<file path="src/rtl/mem_xfer_pkg.sv">
// Shared types for the two-bank memory transfer engine.
package mem_xfer_pkg;

  typedef enum logic [1:0] {
    IDLE = 2'd0,
    RD   = 2'd1,
    WR   = 2'd2,
    DONE = 2'd3
  } xfer_state_t;

  localparam logic MODE_COPY = 1'b0;
  localparam logic MODE_ACC  = 1'b1;

endpackage

</file>
<file path="src/rtl/mem_xfer_engine_bank.sv">
// Single-port-write, registered-read memory bank; array and read register carry no reset.
module mem_bank #(
  parameter  int WIDTH = 8,
  parameter  int DEPTH = 4,
  localparam int AW    = $clog2(DEPTH)
) (
  input  logic             i_clk,
  input  logic             i_we,
  input  logic [AW-1:0]    i_waddr,
  input  logic [WIDTH-1:0] i_wdata,
  input  logic [AW-1:0]    i_raddr,
  output logic [WIDTH-1:0] o_rdata
);

  logic [WIDTH-1:0] r_mem [DEPTH];

  // Write port and registered read port
  always_ff @(posedge i_clk) begin
    if (i_we) begin
      r_mem[i_waddr] <= i_wdata;
    end
    o_rdata <= r_mem[i_raddr];
  end

endmodule

</file>
<file path="src/rtl/mem_xfer_engine.sv">
// Two-bank memory with an A->B block-transfer engine (copy or accumulate).
module mem_xfer_engine
  import mem_xfer_pkg::*;
#(
  parameter  int WIDTH = 8,
  parameter  int DEPTH = 4,
  localparam int AW    = $clog2(DEPTH)
) (
  input  logic             clock,
  input  logic             resetn,
  input  logic [AW-1:0]    AddrA,
  input  logic             WEA,
  input  logic [WIDTH-1:0] DataInA,
  input  logic [AW-1:0]    AddrB,
  output logic [WIDTH-1:0] DOutB,
  input  logic             start,
  input  logic [AW-1:0]    SrcAddr,
  input  logic [AW-1:0]    DstAddr,
  input  logic [AW:0]      Count,
  input  logic             Mode,
  output logic             busy,
  output logic             done
);

  localparam logic [AW:0]   DEPTH_C = (AW+1)'(DEPTH);
  localparam logic [AW-1:0] ONE_A   = AW'(1);
  localparam logic [AW:0]   ONE_C   = (AW+1)'(1);

  xfer_state_t      r_state;
  xfer_state_t      w_state_nxt;
  logic [AW-1:0]    r_src;
  logic [AW-1:0]    r_dst;
  logic [AW:0]      r_rem;
  logic             r_mode;
  logic             r_busy;
  logic             r_done;
  logic             r_host_sel;
  logic [WIDTH-1:0] r_hold;

  logic [AW:0]      w_count_clamp;
  logic [AW-1:0]    w_a_raddr;
  logic [AW-1:0]    w_b_raddr;
  logic             w_we_a;
  logic             w_we_b;
  logic [WIDTH-1:0] w_q_a;
  logic [WIDTH-1:0] w_q_b;
  logic [WIDTH-1:0] w_sum;
  logic [WIDTH-1:0] w_wdata_b;
  logic [WIDTH-1:0] w_dout;

  assign w_count_clamp = (Count > DEPTH_C) ? DEPTH_C : Count;
  // The first word's reads are launched on the start edge, so B writes land on odd edges
  assign w_a_raddr = (r_state == IDLE) ? SrcAddr : r_src;
  assign w_b_raddr = (r_state != IDLE) ? r_dst : (start ? DstAddr : AddrB);
  assign w_we_a    = WEA && (r_state == IDLE);
  assign w_we_b    = (r_state == RD);
  assign w_sum     = w_q_a + w_q_b;
  assign w_wdata_b = (r_mode == MODE_ACC) ? w_sum : w_q_a;
  // B's read register is shared with the engine, so the host value is shadowed while busy
  assign w_dout    = r_host_sel ? w_q_b : r_hold;

  assign DOutB = w_dout;
  assign busy  = r_busy;
  assign done  = r_done;

  mem_bank #(.WIDTH(WIDTH), .DEPTH(DEPTH)) u_bank_a (
    .i_clk   (clock),
    .i_we    (w_we_a),
    .i_waddr (AddrA),
    .i_wdata (DataInA),
    .i_raddr (w_a_raddr),
    .o_rdata (w_q_a)
  );

  mem_bank #(.WIDTH(WIDTH), .DEPTH(DEPTH)) u_bank_b (
    .i_clk   (clock),
    .i_we    (w_we_b),
    .i_waddr (r_dst),
    .i_wdata (w_wdata_b),
    .i_raddr (w_b_raddr),
    .o_rdata (w_q_b)
  );

  // Next-state logic
  always_comb begin
    w_state_nxt = r_state;
    case (r_state)
      IDLE: begin
        if (start) begin
          w_state_nxt = (w_count_clamp == {(AW+1){1'b0}}) ? DONE : RD;
        end else begin
          w_state_nxt = IDLE;
        end
      end
      RD:      w_state_nxt = WR;
      WR: begin
        if (r_rem == {(AW+1){1'b0}}) begin
          w_state_nxt = DONE;
        end else begin
          w_state_nxt = RD;
        end
      end
      DONE:    w_state_nxt = IDLE;
      default: w_state_nxt = IDLE;
    endcase
  end

  // State, transfer counters, status flags and host read shadow
  always_ff @(posedge clock or negedge resetn) begin
    if (!resetn) begin
      r_state    <= IDLE;
      r_src      <= {AW{1'b0}};
      r_dst      <= {AW{1'b0}};
      r_rem      <= {(AW+1){1'b0}};
      r_mode     <= MODE_COPY;
      r_busy     <= 1'b0;
      r_done     <= 1'b0;
      r_host_sel <= 1'b0;
      r_hold     <= {WIDTH{1'b0}};
    end else begin
      r_state    <= w_state_nxt;
      r_busy     <= (w_state_nxt != IDLE);
      r_done     <= (w_state_nxt == DONE);
      r_host_sel <= (r_state == IDLE) && !start;
      r_hold     <= w_dout;
      if ((r_state == IDLE) && start) begin
        r_src  <= SrcAddr;
        r_dst  <= DstAddr;
        r_rem  <= w_count_clamp;
        r_mode <= Mode;
      end else if (r_state == RD) begin
        r_src <= r_src + ONE_A;
        r_dst <= r_dst + ONE_A;
        r_rem <= r_rem - ONE_C;
      end
    end
  end

endmodule

</file>
<file path="config.mk">
export PLATFORM = sky130hd
export DESIGN_NAME = mem_xfer_engine
export DESIGN_NICKNAME = d
export VERILOG_FILES = /design/src/rtl/mem_xfer_pkg.sv /design/src/rtl/mem_xfer_engine_bank.sv /design/src/rtl/mem_xfer_engine.sv
export SDC_FILE = /design/constraint.sdc
export NUM_CORES = 1
export LEC_CHECK = 0
export BUFFER_PORTS_ARGS = -buffer_cell sky130_fd_sc_hd__buf_4
export CORE_AREA = 2 2 88 90
export DETAILED_ROUTE_END_ITERATION = 7
export DIE_AREA = 0 0 90 92
export PLACE_DENSITY = 0.75
export RECOVER_POWER = 50
export SETUP_SLACK_MARGIN = 0.4
export SYNTH_ARGS = -nofsm -noshare
export SYNTH_HDL_FRONTEND = slang
export SYNTH_SLANG_ARGS = --single-unit
</file>
<file path="constraint.sdc">
create_clock -name clock -period 2.4 [get_ports clock]
set_clock_uncertainty 0.1 [all_clocks]
set_input_delay 0.48 -clock clock [delete_from_list [all_inputs] [get_ports clock]]
set_output_delay 0.48 -clock clock [all_outputs]
set_load 0.1 [all_outputs]
</file>
Word level (Yosys, flattened, before mapping)
Memories as Yosys holds them, arrays and structs flattened. A register that Yosys moved wholly into a read port is not among the register bits.
Cells that the tools add are included.
Widths: inputs -> output; s select.
{ "word_totals": {"register_bits": 21, "ram_bits": 64, "inputBits": 24, "word_cells": 50, "mem_count": 2} }
{ "memory_table": {"columns": ["memory", "depth", "word_bits", "read_ports", "rd_ports_with_merged_regs", "write_ports", "line", "text"], "rows": [
  ["u_bank_a.r_mem", 4, 8, 1, 1, 1, "mem_xfer_engine_bank.sv:15", "logic [WIDTH-1:0] r_mem [DEPTH];"],
  ["u_bank_b.r_mem", 4, 8, 1, 1, 1, "mem_xfer_engine_bank.sv:15", null]
]} }
{ "classes": {"add_sub_neg": 4, "magnitude_cmp": 1, "eq_ne": 4, "n_mux": 20, "n_reduce_logical": 10} }
{ "ops": {"columns": ["op", "count"], "rows": [
  ["$mux 2", 10],
  ["$mux 8", 2],
  ["$mux 3", 3],
  ["$add 8x8->8", 1],
  ["$pmux 2 s4", 1],
  ["$eq 2x2->1 const B", 3],
  ["$logic_not 3->1", 2],
  ["$reduce_bool 2->1", 3],
  ["$add 2x1->2 const B", 2],
  ["$mux 1", 4],
  ["$gt 3x3->1 const B", 1],
  ["$logic_and 1x1->1", 3],
  ["$sub 3x1->3 const B", 1],
  ["$eq 2x1->1 const B", 1],
  ["$logic_not 2->1", 1],
  ["$logic_not 1->1", 1]
]} }

Depth between registers and ports, before layout
Gate-level depths: netlist of run 1.
{ "depth": {"depth_word": 7, "mapped_depth": 8, "ltp_nobuf": 8} }

Modules after synthesis
From an unflattened synthesis of run 1, not the netlist that was laid out.
{ "hier_totals": {"cells_unflattened": 263, "area_unflattened_um2": 4132.7} }
{ "by_module_without_submodules": {"columns": ["mod", "instances", "cells_per_inst", "area_each_um2"], "rows": [
  ["mem_bank", 2, 54, 1348.8],
  ["mem_xfer_engine", 1, 155, 1435.1]
]} }

Least setup slack after synthesis of run 1
No wires, ideal clock.
{ "synth_path": {"path_type": "flip-flop to flip-flop", "startpoint": "register u_bank_a.o_rdata[1] (read register of u_bank_a.r_mem)", "endpoint": "memory u_bank_b.r_mem[0][7], data pin", "arrival_time_ns": 1.666, "required_ns": 2.074, "path_slack_ns": 0.407, "path_stages_with_launch": 7, "path_buffers": 0, "period_less_slack_ns": 1.993, "cell_sequence": "dfxtp_1 -> ha_1 -> a211oi_1 -> nor2_1 -> a221oi_1 -> xor2_1 -> o32ai_1"} }
{ "synth_via": {"elab_chain_len": 2} }
{ "synth_rtl": {"columns": ["element", "line", "text"], "rows": [
  ["start, declared", "mem_xfer_engine_bank.sv:12", "output logic [WIDTH-1:0] o_rdata"],
  ["$add 8x8->8", "mem_xfer_engine.sv:57", "assign w_sum = w_q_a + w_q_b;"],
  ["$mux 8", "mem_xfer_engine.sv:58", "assign w_wdata_b = (r_mode == MODE_ACC) ? w_sum : w_q_a;"],
  ["named net u_bank_b.i_wdata[7]", "mem_xfer_engine_bank.sv:10", "input logic [WIDTH-1:0] i_wdata,"],
  ["end, declared", "mem_xfer_engine_bank.sv:15", null]
]} }
The timed path passes the listed nets, and every way through them passes these cells.

Worst setup path after layout of run 1
{ "layout_path": {"startpoint": "register r_host_sel", "endpoint": "output DOutB[2]"} }
{ "layout_via": {"elab_chain_len": 1} }
{ "layout_rtl": {"columns": ["element", "line", "text"], "rows": [
  ["start, declared", "mem_xfer_engine.sv:37", "logic r_host_sel;"],
  ["start signal, assigned", "mem_xfer_engine.sv:124", "r_host_sel <= (r_state == IDLE) && !start;"],
  ["$mux 8", "mem_xfer_engine.sv:60", "assign w_dout = r_host_sel ? w_q_b : r_hold;"],
  ["end, declared", "mem_xfer_engine.sv:15", "output logic [WIDTH-1:0] DOutB,"]
]} }
Every way passes these cells.

==> summary.txt, run 1 <==
Status
  • Status: finished clean

Floorplanning
  • Die footprint: 0.008280 mm^2
  • # rows: 32
  • Starting Density: 56.54%
  • Die W: 90 um
  • Die Height: 92 um
  • I/O pin count: 34
  • Core area: 0.007447 mm^2

Placed design
  • RD Place Congestion: 0.8038
  • Port bufs: 33
  • HPWL after detailed placement: 5237 um
  • Setup WS pre-CTS: 0.1611 ns
  • Placed inst area: 0.004593 mm^2
  • Placed cells: 402

Setup path
  • WP data arrival: 1.51 ns
  • R2R cell count: 8
  • Crit path kind: flop to output pin
  • Worst path max stage delay: 0.42 ns
  • CP Buf/Inv Count: 2
  • Worst-path fanout max: 8
  • Worst path cell trace: buf_12, mux2_1, buf_12
  • CP endpoint kind: output pin
  • Worst reg2reg setup slack: 0.37 ns
  • Worst Path Required: 1.82 ns
  • FF-to-FF Start: u_bank_a.o_rdata[0]$_DFF_P_
  • CP max stage cell: dfrtp_2
  • Reg2reg end: u_bank_b.r_mem[2][6]$_DFFE_PP_
  • Setup crit start kind: flop
  • Most frequent CP cell: buf_12
  • Delay-heaviest family, CP: flip-flops

Timing
  • Rel. slew slack: 14.67%
  • Setup TNS: 0 ns
  • Final worst setup slack: 0.3092 ns
  • Final Max Slew Viols: 0
  • Worst Max-Slew Pin Slew: 1.280 ns
  • Final setup viols: 0
  • Unrepaired setup endpoints after global routing: yes
  • Final hold vios: 0
  • Fin crit share: 87.12%
  • Minimum clock period: 2.091 ns
  • F_max: 478.3 MHz

Clock network
  • H-tree levels: 3
  • Clk pin slew, worst setup/hold paths: 0.09 ns
  • Clock tree from TritonCTS: yes
  • Clk sinks: 101
  • Skew-Pair Late Insertion Delay: 0.36 ns
  • Clock Tree Buf Depth: 2
  • Clock buffer count from CTS: 9
  • Root buffer cell: clkbuf_8

Synthesis
  • Synthesized netlist cell count: 268
  • Seq/Total Area, Yosys: 65.74%
  • Mean post-synth cell area: 15.71 um^2
  • Seq cells post-synth: 101
  • Async SR Flop Fraction: 20.79%
  • Post-Syn Nets: 306
  • EDFF count, synth: 64
  • Mapped cell area: 0.004210 mm^2
  • Main flop type after synthesis: edfxtp_1
  • Unique masters post-synth: 49
  • Ys Warns: 0

Detailed routing
  • Routed vias: 2,397
  • DRC: 0
  • Vias per inst: 5.587
  • Routed Antenna Nets: 0
  • Wire length per cell: 17.98 um
  • Drt pass-1 iters: 4
  • Drt first-iter violations: 141
  • Post-Route WL: 7715 um

Global route
  • Initial antenna violation count: 0
  • First-pass GRT wire length: 12,630 um
  • Vias in the first global route: 2,530
  • Largest net degree at the start of global routing: 22
  • Remaining Overflow, GRT: 0
  • GR Util All Layers: 20.35%

Job
  • Max-cap violation count: 0

Layout
  • Reg area: 0.002776 mm^2
  • Antenna Cells: 0
  • Cell area after layout: 0.005032 mm^2
  • Area Overhead vs Synth: 19.52%
  • Share of layout cells above drive strength 1: 29.36%
  • Final nets: 360
  • Non-filler cells, final: 429
  • Multi-input logic area: 0.001440 mm^2
  • # fillers: 510

Worst hold path
  • Worst Hold Path Cells: 3
  • Worst Hold Path EP: r_mode$_DFFE_PN0P_
  • Worst hold-check path type: primary input to flop
  • HP Start: Mode
## through the flow
stage                     hold slack, ns  util (%)
final                             0.2312     67.57
after global routing              0.2383     67.57
after CTS                         0.2035     67.34
after detailed placement          0.2915     61.68
after global placement            0.2887     61.68
after floorplan                  0.08441         -
## worst max-delay path by stage
stage / start / end / slack [ns] / depth (start not counted)
after floorplan: u_bank_a.o_rdata[1]$_DFF_P_ / u_bank_b.r_mem[0][7]$_DFFE_PP_ / 0.41 / 6
after global placement: u_bank_b.o_rdata[1]$_DFF_P_ / u_bank_b.r_mem[0][7]$_DFFE_PP_ / 0.27 / 6
after detailed placement: u_bank_b.o_rdata[1]$_DFF_P_ / u_bank_b.r_mem[3][7]$_DFFE_PP_ / 0.16 / 6
after CTS: u_bank_b.o_rdata[1]$_DFF_P_ / u_bank_b.r_mem[1][7]$_DFFE_PP_ / 0.36 / 6
after global routing: r_host_sel$_DFF_PN0_ / DOutB[2] / 0.25 / 3
final: r_host_sel$_DFF_PN0_ / DOutB[2] / 0.31 / 3
## layout make-up
cell class	count	area share, %
inverter	17	1.268
multi-input combinational	142	28.62
timing repair buffer	51	9.224
sequential	101	55.17
tap	102	2.536
clock inverter	4	0.4973
clock buffer	12	2.685
## worst min-delay path, stage by stage
cell and delay [ns]:
buf_4 0.08, nand2_1 0.04, o21ai_0 0.05
## per-layer routing
layer / vias up / global-route usage, % / part of all wire (%)
li1: 1125 / - / -
met1: 1182 / 24.96 / 42
met2: 73 / 33.65 / 50
met3: 17 / 5.916 / 5.3
met4: 0 / 9.487 / 2.7
met5: - / 0 / 0
## flip-flops by register name, summed over array words and instances, names as in the netlist
register / flops
r_rem: 3
r_mode: 1
r_src: 2
r_hold: 8
u_bank_a.o_rdata: 8
u_bank_a.r_mem: 32
r_state: 2
r_dst: 2
r_host_sel: 1
busy: 1
u_bank_b.r_mem: 32
u_bank_b.o_rdata: 8
done: 1
## synthesized netlist by cell type (2+ instances only)
cell type | instances | area [um^2]
nand2_1 | 9 | 33.78
mux4_1 | 4 | 105.1
or2_2 | 2 | 12.51
o21ai_0 | 7 | 35.03
nor3_1 | 5 | 25.02
a21o_1 | 3 | 22.52
o21bai_1 | 2 | 15.01
dfrtp_1 | 21 | 525.5
dfxtp_1 | 16 | 320.3
nor2_1 | 13 | 48.80
a31oi_1 | 2 | 12.51
nor2b_1 | 2 | 12.51
mux4_2 | 12 | 270.3
and2_1 | 4 | 25.02
edfxtp_1 | 64 | 1922
o22a_1 | 2 | 17.52
o31ai_1 | 3 | 22.52
mux2_2 | 11 | 123.9
nand2b_1 | 2 | 12.51
a211oi_1 | 3 | 22.52
inv_1 | 17 | 63.81
nor3b_1 | 3 | 22.52
ha_1 | 13 | 162.7
a21oi_1 | 14 | 70.07
xnor2_1 | 2 | 17.52
clkbuf_1 | 5 | 18.77
buf_4 | 2 | 15.01
mux2i_1 | 4 | 40.04
## layout by cell type (no fill, tap or decap), types with 5 or more instances in the layout
cell / Yosys / routed
clkbuf_1: 5 / 15
o21ai_0: 7 / 5
buf_4: 2 / 25
a21oi_1: 14 / 12
dfrtp_1: 21 / 20
nor2_1: 13 / 12
ha_1: 13 / 10
buf_12: 0 / 10
nand2_1: 9 / 9
inv_1: 17 / 16
nor3_1: 5 / 5
edfxtp_1: 64 / 64
dfxtp_1: 16 / 12
mux4_2: 12 / 12
clkbuf_8: 0 / 9
mux2_1: 0 / 8
## logic make-up after synthesis
group / Yosys count / synth area share [%]
adders and majority gates: 14 / 4.339
buffers and inverters: 25 / 2.585
muxes: 33 / 13.67
AOI/OAI and AO/OA: 47 / 7.251
DFF: 101 / 65.74
xor gates and xnor gates: 3 / 0.6242
and+or+nand+nor: 45 / 5.795
## what timing repair did
action | CTS | global route
setup endpoints to repair | 28 | 52
endpoints found under the hold margin | 21 | 0
resized for setup | 45 | 18
pin swaps | 5 | 9
hold buffers | 1 | 0
setup buffers | 6 | 4
Power of run 1 is not shown: default switching activity piles up to over one toggle a cycle in this logic, so the estimate is an artifact.
==> run 2: changes to the inputs <==
- RECOVER_POWER: 50 -> not set
==> summary.txt, run 2 (synthesized netlist as in run 1, its figures left out) <==
Floorplanning
  • Die Height: 92 um (unchanged)
  • Core area: 0.007447 mm^2 (unchanged)
  • Die footprint: 0.008280 mm^2 (unchanged)
  • # rows: 32 (unchanged)
  • Die W: 90 um (unchanged)
  • Starting Density: 56.54% (unchanged)
  • I/O pin count: 34 (unchanged)

Detailed routing
  • Routed vias: 2,392 (-0.21%)
  • DR top layer: met4
  • Routed Antenna Nets: 0 (unchanged)
  • Met3 routed WL: 395 um (-2.9%)
  • Wire length per cell: 18.07 um (+0.49%)
  • Met2 wire length: 3941 um (+1.3%)
  • Post-Route WL: 7753 um (+0.49%)
  • Drt first-iter violations: 133 (-5.7%)
  • Vias per inst: 5.576 (-0.21%)
  • M1 wire length: 3225 um (+0.59%)
  • DRC: 0 (unchanged)
  • Drt pass-1 iters: 4 (unchanged)

Setup path
  • Setup crit start kind: flop
  • CP endpoint kind: flop
  • Crit. Startpoint: u_bank_a.o_rdata[0]$_DFF_P_
  • Crit path kind: flop to flop
  • Worst Path Required: 2.39 ns (+0.57 ns)
  • Worst-path fanout max: 4 (-4)
  • WP data arrival: 2.02 ns (+0.51 ns)
  • FF-to-FF Start: u_bank_a.o_rdata[0]$_DFF_P_

Timing
  • F_max: 492.8 MHz (+3.0%)
  • Final hold vios: 0 (unchanged)
  • Minimum clock period: 2.029 ns (-0.06149 ns)
  • Rel. slew slack: 60.48% (+46 points)
  • Unrepaired setup endpoints after global routing: yes
  • Hold_ws: 0.2208 ns (-0.01039 ns)
  • Final setup viols: 0 (unchanged)
  • Worst Max-Slew Pin Slew: 0.5927 ns (-0.6872 ns)
  • Setup TNS: 0 ns (unchanged)
  • Final Max Slew Viols: 0 (unchanged)
  • Fin crit share: 84.55% (-2.6 points)

Clock network
  • Clock buffer count from CTS: 9 (unchanged)
  • Skew-Pair Late Insertion Delay: 0.36 ns (about the same)
  • Clock tree from TritonCTS: yes
  • H-tree levels: 3 (unchanged)
  • Clock Tree Buf Depth: 2 (unchanged)
  • Clk sinks: 101 (unchanged)
  • Root buffer cell: clkbuf_8
  • Clk pin slew, worst setup/hold paths: 0.09 ns (about the same)

Layout
  • Most frequent cells in the layout: edfxtp_1 (64), buf_4 (39), dfrtp_1 (20)
  • # fillers: 493 (-3.3%)
  • Most common cell after layout, fill and taps aside: edfxtp_1
  • Final nets: 360 (unchanged)
  • Area Overhead vs Synth: 21.34%
  • Antenna Cells: 0 (unchanged)
  • Registers with the most flip-flops: u_bank_a.r_mem x32, u_bank_b.r_mem x32
  • Share of layout cells above drive strength 1: 35.47% (+6.1 points)

Global route
  • Vias in the first global route: 2,530 (unchanged)
  • Remaining Overflow, GRT: 0 (unchanged)
  • Largest net degree at the start of global routing: 22 (unchanged)
  • Initial antenna violation count: 0 (unchanged)
  • GR Util All Layers: 20.35% (unchanged)
  • First-pass GRT wire length: 12,630 um (unchanged)

Job
  • Max-cap violation count: 0 (unchanged)

Placed design
  • HPWL after detailed placement: 5237 um (unchanged)
  • RD Place Congestion: 0.8038 (unchanged)
  • Port bufs: 33 (unchanged)

Status
  • Status: finished clean

Worst hold path
  • Worst hold-check path type: primary input to flop
  • HP Start: DataInA[0]
[run 2: cell count changes in the layout (fill, tap and decap cells not counted)]
cell / delta
mux2_1: -8
mux2_2: +1
mux2_4: +7
clkbuf_1: -12
clkbuf_2: -2
buf_4: +14
[run 2: final timing paths]
kind	to	slack (ns)	cells after the start
setup / recovery	u_bank_b.r_mem[0][6]$_DFFE_PP_	0.37	8
min in group asynchronous	r_hold[5]$_DFF_PN0_	0.46	2
max in group asynchronous	r_host_sel$_DFF_PN0_	1.49	2
hold reg to reg	r_rem[2]$_DFFE_PN0P_	0.42	1
hold / removal	u_bank_a.r_mem[0][0]$_DFFE_PP_	0.22	1
setup reg to reg	u_bank_b.r_mem[0][6]$_DFFE_PP_	0.37	8
[run 2: what timing repair did]
item	4_1_cts	5_1_grt
gates resized for setup	45	18
endpoints found under the setup margin	28	52
hold buffers	1	0
hold endpoints to repair	21	0
setup buffers	6	4
pin swaps	5	9
[run 2: layout make-up]
type	count	area [um^2]	area share (%)
inverters	17	63.81	1.249
multi-input cells	142	1466	28.70
flip-flops and latches	101	2776	54.35
clock inverters	4	25.02	0.4898
repair buffers	51	514.2	10.07
well taps	102	127.6	2.498
clock buffers	12	135.1	2.645
[run 2: worst max-delay path: stages (launching register included)]
cell      delay (ns)
dfxtp_4         0.37
ha_4            0.17
inv_2           0.05
fa_2            0.20
nor2b_2         0.05
o31a_1          0.33
o21ai_2         0.13
mux2i_1         0.22
o221ai_2        0.15
[run 2: through the flow]
| stage | setup slack (ns) | utilization (%) | cell area (um^2) | instances |
|---|---|---|---|---|
| finish | 0.3707 | 68.60 | 5109 | 429 |
| global route | 0.2827 | 68.60 | 5109 | 429 |
| CTS | 0.3573 | 67.34 | 5015 | 425 |
| detailed placement | 0.1611 | 61.68 | 4593 | 402 |
| global placement | 0.2725 | 61.68 | 4593 | 402 |
| floorplan | 0.4073 | - | 4210 | 268 |
[run 2: metal layers]
layer / GRT usage [%] / vias up
li1: - / 1123
met1: 24.96 / 1184
met2: 33.65 / 73
met3: 5.916 / 12
met4: 9.487 / 0
met5: 0 / -
Power of run 2 is left out for the same reason.
==> run 3: changes to the inputs <==
- clock period: 2.4 -> 2.1 ns (I/O delays scaled with it)
==> summary.txt, run 3 (synthesized netlist as in run 1, its figures left out) <==
Status
  • Status: finished clean

Layout
  • Multi-input logic area: 0.001499 mm^2 (+2.2%)
  • Area Overhead vs Synth: 25.20%
  • Share of layout cells above drive strength 1: 41.07% (+5.6 points)
  • # fillers: 508 (+3.0%)
  • Antenna Cells: 0 (unchanged)
  • Registers with the most flip-flops: u_bank_a.r_mem x32, u_bank_b.r_mem x32
  • Most common cell after layout, fill and taps aside: edfxtp_1
  • Non-filler cells, final: 438 (+2.1%)
  • Final nets: 369 (+2.5%)
  • Reg area: 0.002776 mm^2 (unchanged)
  • Most frequent cells in the layout: edfxtp_1 (64), buf_4 (43), dfrtp_1 (18)

Timing
  • Setup TNS: 0 ns (unchanged)
  • Unrepaired setup endpoints after global routing: yes
  • Final Max Slew Viols: 0 (unchanged)
  • F_max: 499.3 MHz (+1.3%)
  • Hold_ws: 0.1577 ns (-0.06304 ns)
  • Rel. slew slack: 68.44% (+8.0 points)
  • Minimum clock period: 2.003 ns (-0.02655 ns)
  • Final worst setup slack: 0.09726 ns (-0.2735 ns)
  • Worst Max-Slew Pin Slew: 0.4694 ns (-0.1232 ns)
  • Fin crit share: 95.37% (+11 points)
  • Final setup viols: 0 (unchanged)
  • Final hold vios: 0 (unchanged)

Clock network
  • Root buffer cell: clkbuf_8
  • Clk pin slew, worst setup/hold paths: 0.09 ns (about the same)
  • Clock Tree Buf Depth: 2 (unchanged)
  • Clock buffer count from CTS: 9 (unchanged)
  • Clock tree from TritonCTS: yes
  • Skew-Pair Late Insertion Delay: 0.36 ns (about the same)
  • H-tree levels: 3 (unchanged)
  • Clk sinks: 101 (unchanged)

Placed design
  • HPWL after detailed placement: 5334 um (+1.9%)
  • Port bufs: 33 (unchanged)
  • RD Place Congestion: 0.8675 (+7.9%)
  • Setup WS pre-CTS: 0.09848 ns (-0.06267 ns)
  • Placed cells: 408 (+1.5%)

Global route
  • First-pass GRT wire length: 12,640 um (+0.10%)
  • Largest net degree at the start of global routing: 22 (unchanged)
  • Remaining Overflow, GRT: 0 (unchanged)
  • GR Util All Layers: 20.32% (-0.036 points)
  • Initial antenna violation count: 0 (unchanged)
  • Vias in the first global route: 2,589 (+2.3%)

Detailed routing
  • Routed vias: 2,438 (+1.9%)
  • Vias per inst: 5.566 (-0.17%)
  • Drt pass-1 iters: 4 (unchanged)
  • Post-Route WL: 7999 um (+3.2%)
  • Drt first-iter violations: 159 (+20%)
  • DRC: 0 (unchanged)
  • Wire length per cell: 18.26 um (+1.1%)
  • Routed Antenna Nets: 0 (unchanged)

Setup path
  • Setup crit start kind: flop
  • CP max stage cell: dfxtp_2
  • CP endpoint kind: flop
  • Worst Path Required: 2.09 ns (-0.30 ns)
  • Worst-path fanout max: 4 (unchanged)
  • Crit path kind: flop to flop
  • Worst path max stage delay: 0.37 ns (about the same)
  • Worst path cell trace: ha_4, inv_2, fa_2, nor2b_2, o31a_1, buf_4, a211oi_2, a21o_1
  • Delay-heaviest family, CP: adder cells
  • WP data arrival: 2.00 ns (-0.02 ns)
  • Worst reg2reg setup slack: 0.1 ns (-0.27 ns)
  • CP Buf/Inv Count: 2 (+1)

Floorplanning
  • Die W: 90 um (unchanged)
  • I/O pin count: 34 (unchanged)
  • Core area: 0.007447 mm^2 (unchanged)
  • Starting Density: 56.54% (unchanged)
  • # rows: 32 (unchanged)
  • Die Height: 92 um (unchanged)
  • Die footprint: 0.008280 mm^2 (unchanged)

Job
  • Max-cap violation count: 0 (unchanged)

Worst hold path
  • Worst hold-check path type: primary input to flop
[run 3: what timing repair did]
action / in CTS / in global routing
hold buffers: 1 / 0
setup buffers: 8 / 5
endpoints found under the hold margin: 21 / 0
gates resized for setup: 38 / 24
pin swaps: 4 / 1
setup endpoints to repair: 76 / 96
[run 3: worst paths after layout]
kind                       cells past startpoint                             end                   startpoint
max                                            8  u_bank_b.r_mem[3][4]$_DFFE_PP_  u_bank_a.o_rdata[0]$_DFF_P_
min                                            1  u_bank_a.r_mem[0][1]$_DFFE_PP_                   DataInA[1]
max reg2reg                                    8  u_bank_b.r_mem[3][4]$_DFFE_PP_  u_bank_a.o_rdata[0]$_DFF_P_
min reg2reg                                    1             r_hold[5]$_DFF_PN0_          r_hold[5]$_DFF_PN0_
max in group asynchronous                      2            r_state[0]$_DFF_PN0_                       resetn
min in group asynchronous                      2             r_hold[1]$_DFF_PN0_                       resetn
[run 3: metrics by stage]
stage / util, % / instance area, um^2
after floorplan: - / 4282
after global placement: 63.41 / 4722
after detailed placement: 63.41 / 4722
after CTS: 68.85 / 5127
after global routing: 70.78 / 5271
final: 70.78 / 5271
[run 3: routing by layer]
metal / share of wire [%] / global-route usage, % / routed length, um / vias up
met5: 0 / 0 / 0 / -
li1: - / - / - / 1139
met4: 1.6 / 6.923 / 127 / 0
met1: 40 / 24.38 / 3176 / 1229
met2: 54 / 35.90 / 4314 / 62
met3: 4.7 / 5.259 / 379 / 8
[run 3: final cells by class]
class / instances / share of cell area, %
Clock buffer: 9 / 2.350
Clock inverter: 7 / 1.353
Inverter: 17 / 1.211
Multi-Input combinational cell: 142 / 28.44
Sequential cell: 101 / 52.67
Tap cell: 102 / 2.421
Timing Repair Buffer: 60 / 11.56
Power of run 3 is left out for the same reason.
